<file path="src/rtl/triad_uart_arbiter.sv">
// Round-robin arbiter handing completed triad records to a single UART transmitter.
// Each transfer is bounded by a SEND and a DRAIN watchdog phase.
module triad_uart_arbiter #(
    parameter int DATA_W      = 102,
    parameter int TIMEOUT_CYC = 9_600_000
) (
    input  logic                  clk_96MHz,
    input  logic                  rst_n,
    input  logic [3:0]            data_avl_in,
    input  logic [4*DATA_W-1:0]   sensor_iterations_in,
    output logic [3:0]            reset_parser_out,
    output logic                  tx_data_availible,
    output logic [DATA_W-1:0]     tx_sensor_iterations,
    output logic [1:0]            tx_triad_id,
    input  logic                  tx_reset_parser,
    output logic                  busy,
    output logic [7:0]            timeout_count
);

    localparam logic [1:0] IDLE  = 2'd0;
    localparam logic [1:0] SEND  = 2'd1;
    localparam logic [1:0] DRAIN = 2'd2;

    localparam logic [23:0] LP_LAST = 24'(TIMEOUT_CYC - 1);

    logic [1:0]        r_state;
    logic [1:0]        r_last;
    logic [1:0]        r_id;
    logic [DATA_W-1:0] r_data;
    logic [3:0]        r_rpo;
    logic [7:0]        r_tcnt;
    logic              r_tx_rp_q;
    logic [23:0]       r_phase;

    logic              w_any;
    logic              w_hit;
    logic [1:0]        w_idx;
    logic [1:0]        w_gnt;
    logic [DATA_W-1:0] w_rec;
    logic              w_rise;
    logic              w_last;
    logic [3:0]        w_id_hot;

    assign w_any    = |data_avl_in;
    assign w_rise   = tx_reset_parser & ~r_tx_rp_q;
    assign w_last   = (r_phase == LP_LAST);
    assign w_id_hot = 4'b0001 << r_id;

    // Search upward from the triad after the last grant, wrapping round.
    always_comb begin
        w_gnt = r_last;
        w_hit = 1'b0;
        w_idx = r_last;
        for (int k = 1; k <= 4; k++) begin
            w_idx = r_last + 2'(k);
            if (!w_hit && data_avl_in[w_idx]) begin
                w_gnt = w_idx;
                w_hit = 1'b1;
            end
        end
    end

    always_comb begin
        w_rec = '0;
        for (int i = 0; i < 4; i++) begin
            if (w_gnt == 2'(i))
                w_rec = sensor_iterations_in[DATA_W*i +: DATA_W];
        end
    end

    always_ff @(posedge clk_96MHz or negedge rst_n) begin
        if (!rst_n) begin
            r_state   <= IDLE;
            r_last    <= 2'd3;
            r_id      <= 2'd0;
            r_data    <= '0;
            r_rpo     <= 4'd0;
            r_tcnt    <= 8'd0;
            r_tx_rp_q <= 1'b0;
            r_phase   <= 24'd0;
        end else begin
            r_tx_rp_q <= tx_reset_parser;
            r_rpo     <= 4'd0;
            unique case (r_state)
                IDLE: begin
                    r_phase <= 24'd0;
                    if (w_any) begin
                        r_data  <= w_rec;
                        r_id    <= w_gnt;
                        r_last  <= w_gnt;
                        r_state <= SEND;
                    end
                end
                SEND: begin
                    if (w_rise) begin
                        r_rpo   <= w_id_hot;
                        r_phase <= 24'd0;
                        r_state <= DRAIN;
                    end else if (w_last) begin
                        r_rpo   <= w_id_hot;
                        r_phase <= 24'd0;
                        r_state <= DRAIN;
                        if (r_tcnt != 8'hFF)
                            r_tcnt <= r_tcnt + 8'd1;
                    end else begin
                        r_phase <= r_phase + 24'd1;
                    end
                end
                DRAIN: begin
                    // Wait for the transmitter and the triad to both let go.
                    if ((!tx_reset_parser && !data_avl_in[r_id]) || w_last) begin
                        r_phase <= 24'd0;
                        r_state <= IDLE;
                    end else begin
                        r_phase <= r_phase + 24'd1;
                    end
                end
                default: begin
                    r_phase <= 24'd0;
                    r_state <= IDLE;
                end
            endcase
        end
    end

    assign reset_parser_out     = r_rpo;
    assign tx_data_availible    = (r_state == SEND);
    assign tx_sensor_iterations = r_data;
    assign tx_triad_id          = r_id;
    assign busy                 = (r_state != IDLE);
    assign timeout_count        = r_tcnt;

endmodule
</file>
<file path="config.mk">
export PLATFORM = sky130hd
export DESIGN_NAME = triad_uart_arbiter
export DESIGN_NICKNAME = d
export VERILOG_FILES = /design/src/rtl/triad_uart_arbiter.sv
export SDC_FILE = /design/constraint.sdc
export NUM_CORES = 1
export LEC_CHECK = 0
export CAP_MARGIN = 0
export CORE_AREA = 2 2 209 211
export CTS_BUF_LIST = sky130_fd_sc_hd__clkbuf_2
export DETAILED_ROUTE_END_ITERATION = 8
export DIE_AREA = 0 0 211 213
export GPL_ROUTABILITY_DRIVEN = 0
export SETUP_SLACK_MARGIN = 0.15
export SYNTH_ARGS = -nofsm -noshare
export SYNTH_HDL_FRONTEND = slang
export SYNTH_SLANG_ARGS = --single-unit
</file>
<file path="constraint.sdc">
create_clock -name clk_96MHz -period 2.5 [get_ports clk_96MHz]
set_input_delay 0.625 -clock clk_96MHz [delete_from_list [all_inputs] [get_ports clk_96MHz]]
set_output_delay 0.625 -clock clk_96MHz [all_outputs]
set_load 0.05 [all_outputs]
</file>
# ---- Yosys cells after proc, flatten, opt, wreduce, memory -nomap -nowiden
# Index checks and enable logic that the tools add are counted.
dict set report classes {
  n_addsub 5
  magnitude_cmp 5
  n_eq_ne 10
  shifts 1
  mux 33
  bitwise 3
  n_reduce_logical 17
}
# cell count
set ops {}
lappend ops {{$mux 102} 4}
lappend ops {{$mux 24} 3}
lappend ops {{$pmux 24 s2} 1}
lappend ops {{$add 24x1->24 const B} 1}
lappend ops {{$eq 24x24->1 const B} 1}
lappend ops {{$mux 2} 8}
lappend ops {{$lt 2x3->1 const B} 5}
lappend ops {{$mux 4} 3}
lappend ops {{$bmux 1 s2} 5}
lappend ops {{$add 8x1->8 const B} 1}
lappend ops {{$mux 1} 8}
lappend ops {{$ne 8x8->1 const B} 1}
lappend ops {{$eq 2x2->1 const B} 3}
lappend ops {{$pmux 2 s3} 1}
lappend ops {{$logic_not 1->1} 5}
lappend ops {{$add 2x2->2 const B} 2}
lappend ops {{$eq 2x1->1 const B} 2}
lappend ops {{$logic_and 1x1->1} 4}
lappend ops {{$logic_not 2->1} 2}
lappend ops {{$ne 2x2->1 const B} 2}
lappend ops {{$reduce_and 4->1} 1}
lappend ops {{$reduce_or 4->1} 1}
lappend ops {{$shl 1x2->4 const A} 1}
lappend ops {{$ne 3x1->1 const B} 1}
lappend ops {{other kinds (7)} 8}
dict set report totals {
  regBits 145
  input_bits 415
  out_inout_bits 118
  elab_cells 82
}

# ---- Logic depth before layout (Yosys ltp)
dict set report logic_depth {
  ltp_word 18
  ltp_mapped 9
  mapped_depth_nobuf 7
}

# ---- Worst setup path before layout
# No wires, ideal clock.
dict set report synth_timing {
  path_type {register to register}
  from {reg r_id[0], in the netlist tx_triad_id[0]}
  to {reg r_phase[11]}
  setup_ns 0.119
  arrival_time_ns 2.065
  required_ns 2.381
  path_slack_ns 0.316
  stages_incl_launch_ff 8
  n_path_buf 2
  period_less_slack_ns 2.184
  cell_sequence {dfrtp_1 -> mux4_2 -> o21a_1 -> o211ai_1 -> or2_2 -> buf_2 -> buf_4 -> nor2_1}
}
dict set report synth_via {
  elab_chain_len 7
}
# element line_no
set synth_lines {}
lappend synth_lines {{from (decl)} 28} ;# logic [1:0] r_id;
lappend synth_lines {{from (signal assigned)} 89} ;# r_id <= w_gnt;
lappend synth_lines {{$bmux 1 s2} 111} ;# if ((!tx_reset_parser && !data_avl_in[r_id]) || w_last) begin
lappend synth_lines {{$mux 1 (not written as such)} 111}
lappend synth_lines {{$logic_not 1->1} 111}
lappend synth_lines {{$logic_and 1x1->1} 111}
lappend synth_lines {{$logic_or 1x1->1} 111}
lappend synth_lines {{$mux 24} 111}
lappend synth_lines {{$pmux 24 s2} 84} ;# unique case (r_state)
lappend synth_lines {{to (signal assigned)} 106} ;# r_phase <= r_phase + 24'd1;
lappend synth_lines {{to (signal assigned)} 115} ;# r_phase <= r_phase + 24'd1;
lappend synth_lines {{to (decl)} 33} ;# logic [23:0] r_phase;
# No other way between the ends. The select of a mux whose other input is x is not followed.
# A chain may end at the register's enable or synchronous reset.

# ---- Worst setup path after layout
dict set report layout_timing {
  from {reg r_state[0]}
  to {out busy}
}
dict set report layout_via {
  elab_chain_len 1
}
# element line_no
set layout_lines {}
lappend layout_lines {{from (decl)} 26} ;# logic [1:0] r_state;
lappend layout_lines {{from (signal assigned)} 73} ;# r_state <= IDLE;
lappend layout_lines {{from (signal assigned)} 91} ;# r_state <= SEND;
lappend layout_lines {{from (signal assigned)} 98} ;# r_state <= DRAIN;
lappend layout_lines {{$reduce_bool 2->1} 130} ;# assign busy = (r_state != IDLE);
lappend layout_lines {{to (decl)} 16} ;# output logic busy,
# No other way between the ends.

==> metrics.txt <==
Worst Skew=42.7 ps; crit-path max cell delay=470 ps; Leak Pwr=about 6.3 nW; Crit Path Class=reg -> out; GRT Overall Usage=20.0%; initial antenna violation count=8; actual slew at the worst max-slew pin=650 ps; Yosys warnings=0; Max rail drop VDD=0.000401 V; core area=42700 sq um; Clock Latency Late Sink=around 900 ps; worst rel slew slack=between 50 and 60%; Die W=roughly 210 um; pin count of the biggest net entering global routing=64; sequential share of power=20.8%; most frequent cells in the layout=clkdlybuf4s50_1 (413), buf_4 (158), dfrtp_1 (140); Hold Crit Class=in -> async; Post-synth ARST share=100%; area grow syn2layout=72.0%; Worst EP required=~1900 ps; placed instance area=15900 sq um; post-synth net total=around 1500; Final Power=18.8 mW; # IOs=533; # rows=76; cell chain of the critical path=inv_2 -> ha_4 -> clkinvlp_4 -> buf_8; TNS Setup=-8.32 ps; Placed Instances=2131; NumNets Final=2046; Switching Fraction=about 54%; Crit path max-delay family=flip-flops; Netlist cell types=62; max-slew violations=0; Core Util, Final=37.6%; number of flops mapped to enable cells by yosys=0; Finish-stage setup viols=1; H-tree levels=4; clk sinks=145; max frequency=399 MHz; number of global-route vias before repair=11036; crit end category=output pin; Worst R2R Setup Slack=230 ps; final worst path period share=100%; Final ANT Viol Nets=0; fin worst setup slack=-8.32 ps; CP max FO=3; RSZ-0062 raised after global routing=yes; synthesized cell area=9320 sq um; DP Worst Slack=-352 ps; clock network fraction of total power=about 8.4%; wirelength, routed=46300 um; max cap viols=0; synthesized netlist cell count=between 1000 and 1500; CTS root buf=clkbuf_2; most common cell after layout, fill and taps aside=clkdlybuf4s50_1; DRC Markers=0; initial cell density of the core=21.8%; CP Buf/Inv Count=3; CTS buffer count=17; via count=10925; violation count after the first detailed-routing iteration=633; grt total ovfl=0; Clock transition at path regs=about 270 ps; HPWL Detailed=between 30000 and 40000 um; Primary FF master, synth=dfrtp_1; Fin. Hold Viols=0; CP Data Arrival Time=between 1500 and 2000 ps; Clock Tree Buf Depth=2; part of the power in combinational logic=70.8%; CTS tree=done; Worst Setup Start Kind=register; PortBufs=roughly 530; Non-Filler Instances=2189; pwr/cell area=between 1000 and 1500 nW/um^2; share of layout cells above drive strength 1=19.0%; Seq/Total Area, Yosys=39.0%; minimum hold slack=190 ps; first-pass GRT wire length=about 68000 um; drt first pass iters=7; Psw=10.1 mW; Die Ht=213 um; CP max stage cell=dfrtp_1; Seq cells post-synth=145; via/cell ratio=4.99; DIE AREA=about 45000 sq um; internal power=8.61 mW; failing checks=negative setup slack; Avg Cell Area, Syn=slightly below 9 sq um; drt wl/cell=21.2 um; minimum clock period=around 2500 ps; Final Cell Area=16000 sq um; status=complete, but fails checks
[power by group through the flow]
stage	combinational [mW]	clock, mW	sequential [mW]
after floorplan	5.05	0	6.84
after global placement	13.4	0	3.94
after detailed placement	13.5	0	3.97
after CTS	13.3	1.66	3.91
after global routing	14.2	1.74	4.01
final	13.3	1.58	3.90
[routing by layer]
| layer | track usage (%) | up-vias | wire [um] |
|---|---|---|---|
| met3 | 4.50 | 54 | 2550 |
| met4 | 7.09 | 8 | 1010 |
| met1 | 24.3 | 5314 | 19100 |
| met2 | 34.8 | 396 | 23600 |
| li1 | - | 5153 | - |
| met5 | 0 | - | 54 |
[Yosys cell counts, types with 6 or more instances]
cell       count  share of area [%]
dfrtp_1      143                 38
a211oi_1      98                7.9
nand2_1       97                3.9
nor3b_1       77                6.2
o21ai_1       75                4.0
o221ai_1      71                6.7
nor2_1        65                2.6
inv_1         55                2.2
clkbuf_1      52                2.1
buf_2         40                2.1
a21oi_1       34                1.8
o21ai_0       33                1.8
a2111oi_0     23                2.2
a221oi_1      23                2.2
xnor2_1       19                1.8
nand3_1       15               0.81
buf_6         12                1.5
nor3_1        12               0.64
nand2b_1       8               0.54
nand4_1        8               0.54
xor2_1         8               0.75
buf_4          6               0.48
o21bai_1       6               0.48
o22ai_1        6               0.40
[timing repair]
action	4_1_cts	5_1_grt
buffers inserted	15	6
pin swaps	1	0
endpoints found under the hold margin	135	0
gates resized for setup	653	17
hold buffers	1	0
endpoints found under the setup margin	120	17
[worst paths after layout]
kind | start | to | cells past startpoint
worst min-delay path | rst_n | timeout_count[7] | 2
worst min register to register | tx_sensor_iterations[55] | tx_sensor_iterations[55] | 2
worst max register to register | r_last[1] | tx_sensor_iterations[68] | 7
worst max-delay path | r_state[0] | busy | 4
max in group asynchronous | rst_n | tx_sensor_iterations[62] | 3
min in group clk_96MHz | tx_reset_parser | r_tx_rp_q | 1
[final cells by class]
cell class	instances	area, sq um
diodes	4	10.0
clock buffers	17	85.1
clock inverters	15	173
fillers	4357	26700
inverters	57	218
multi-input cells	750	5010
flip-flops and latches	145	3630
well taps	546	683
repair buffers	655	6210
[logic make-up after synthesis]
logic type,synth area share [%]
buffers and inverters,8.47
multiplexers,0.470
AO/OA/AOI/OAI,31.1
flip-flops,39.0
adder cells (fa/ha/maj),0.671
XOR/XNOR,2.54
AND/OR/NAND/NOR,17.8
[flip-flops by register name, summed over array words and instances (netlist names)]
name	flops
tx_triad_id	2
timeout_count	8
tx_sensor_iterations	102
r_tx_rp_q	1
r_state	2
reset_parser_out	4
r_phase	24
r_last	2
(Power assumes the default switching activity.)
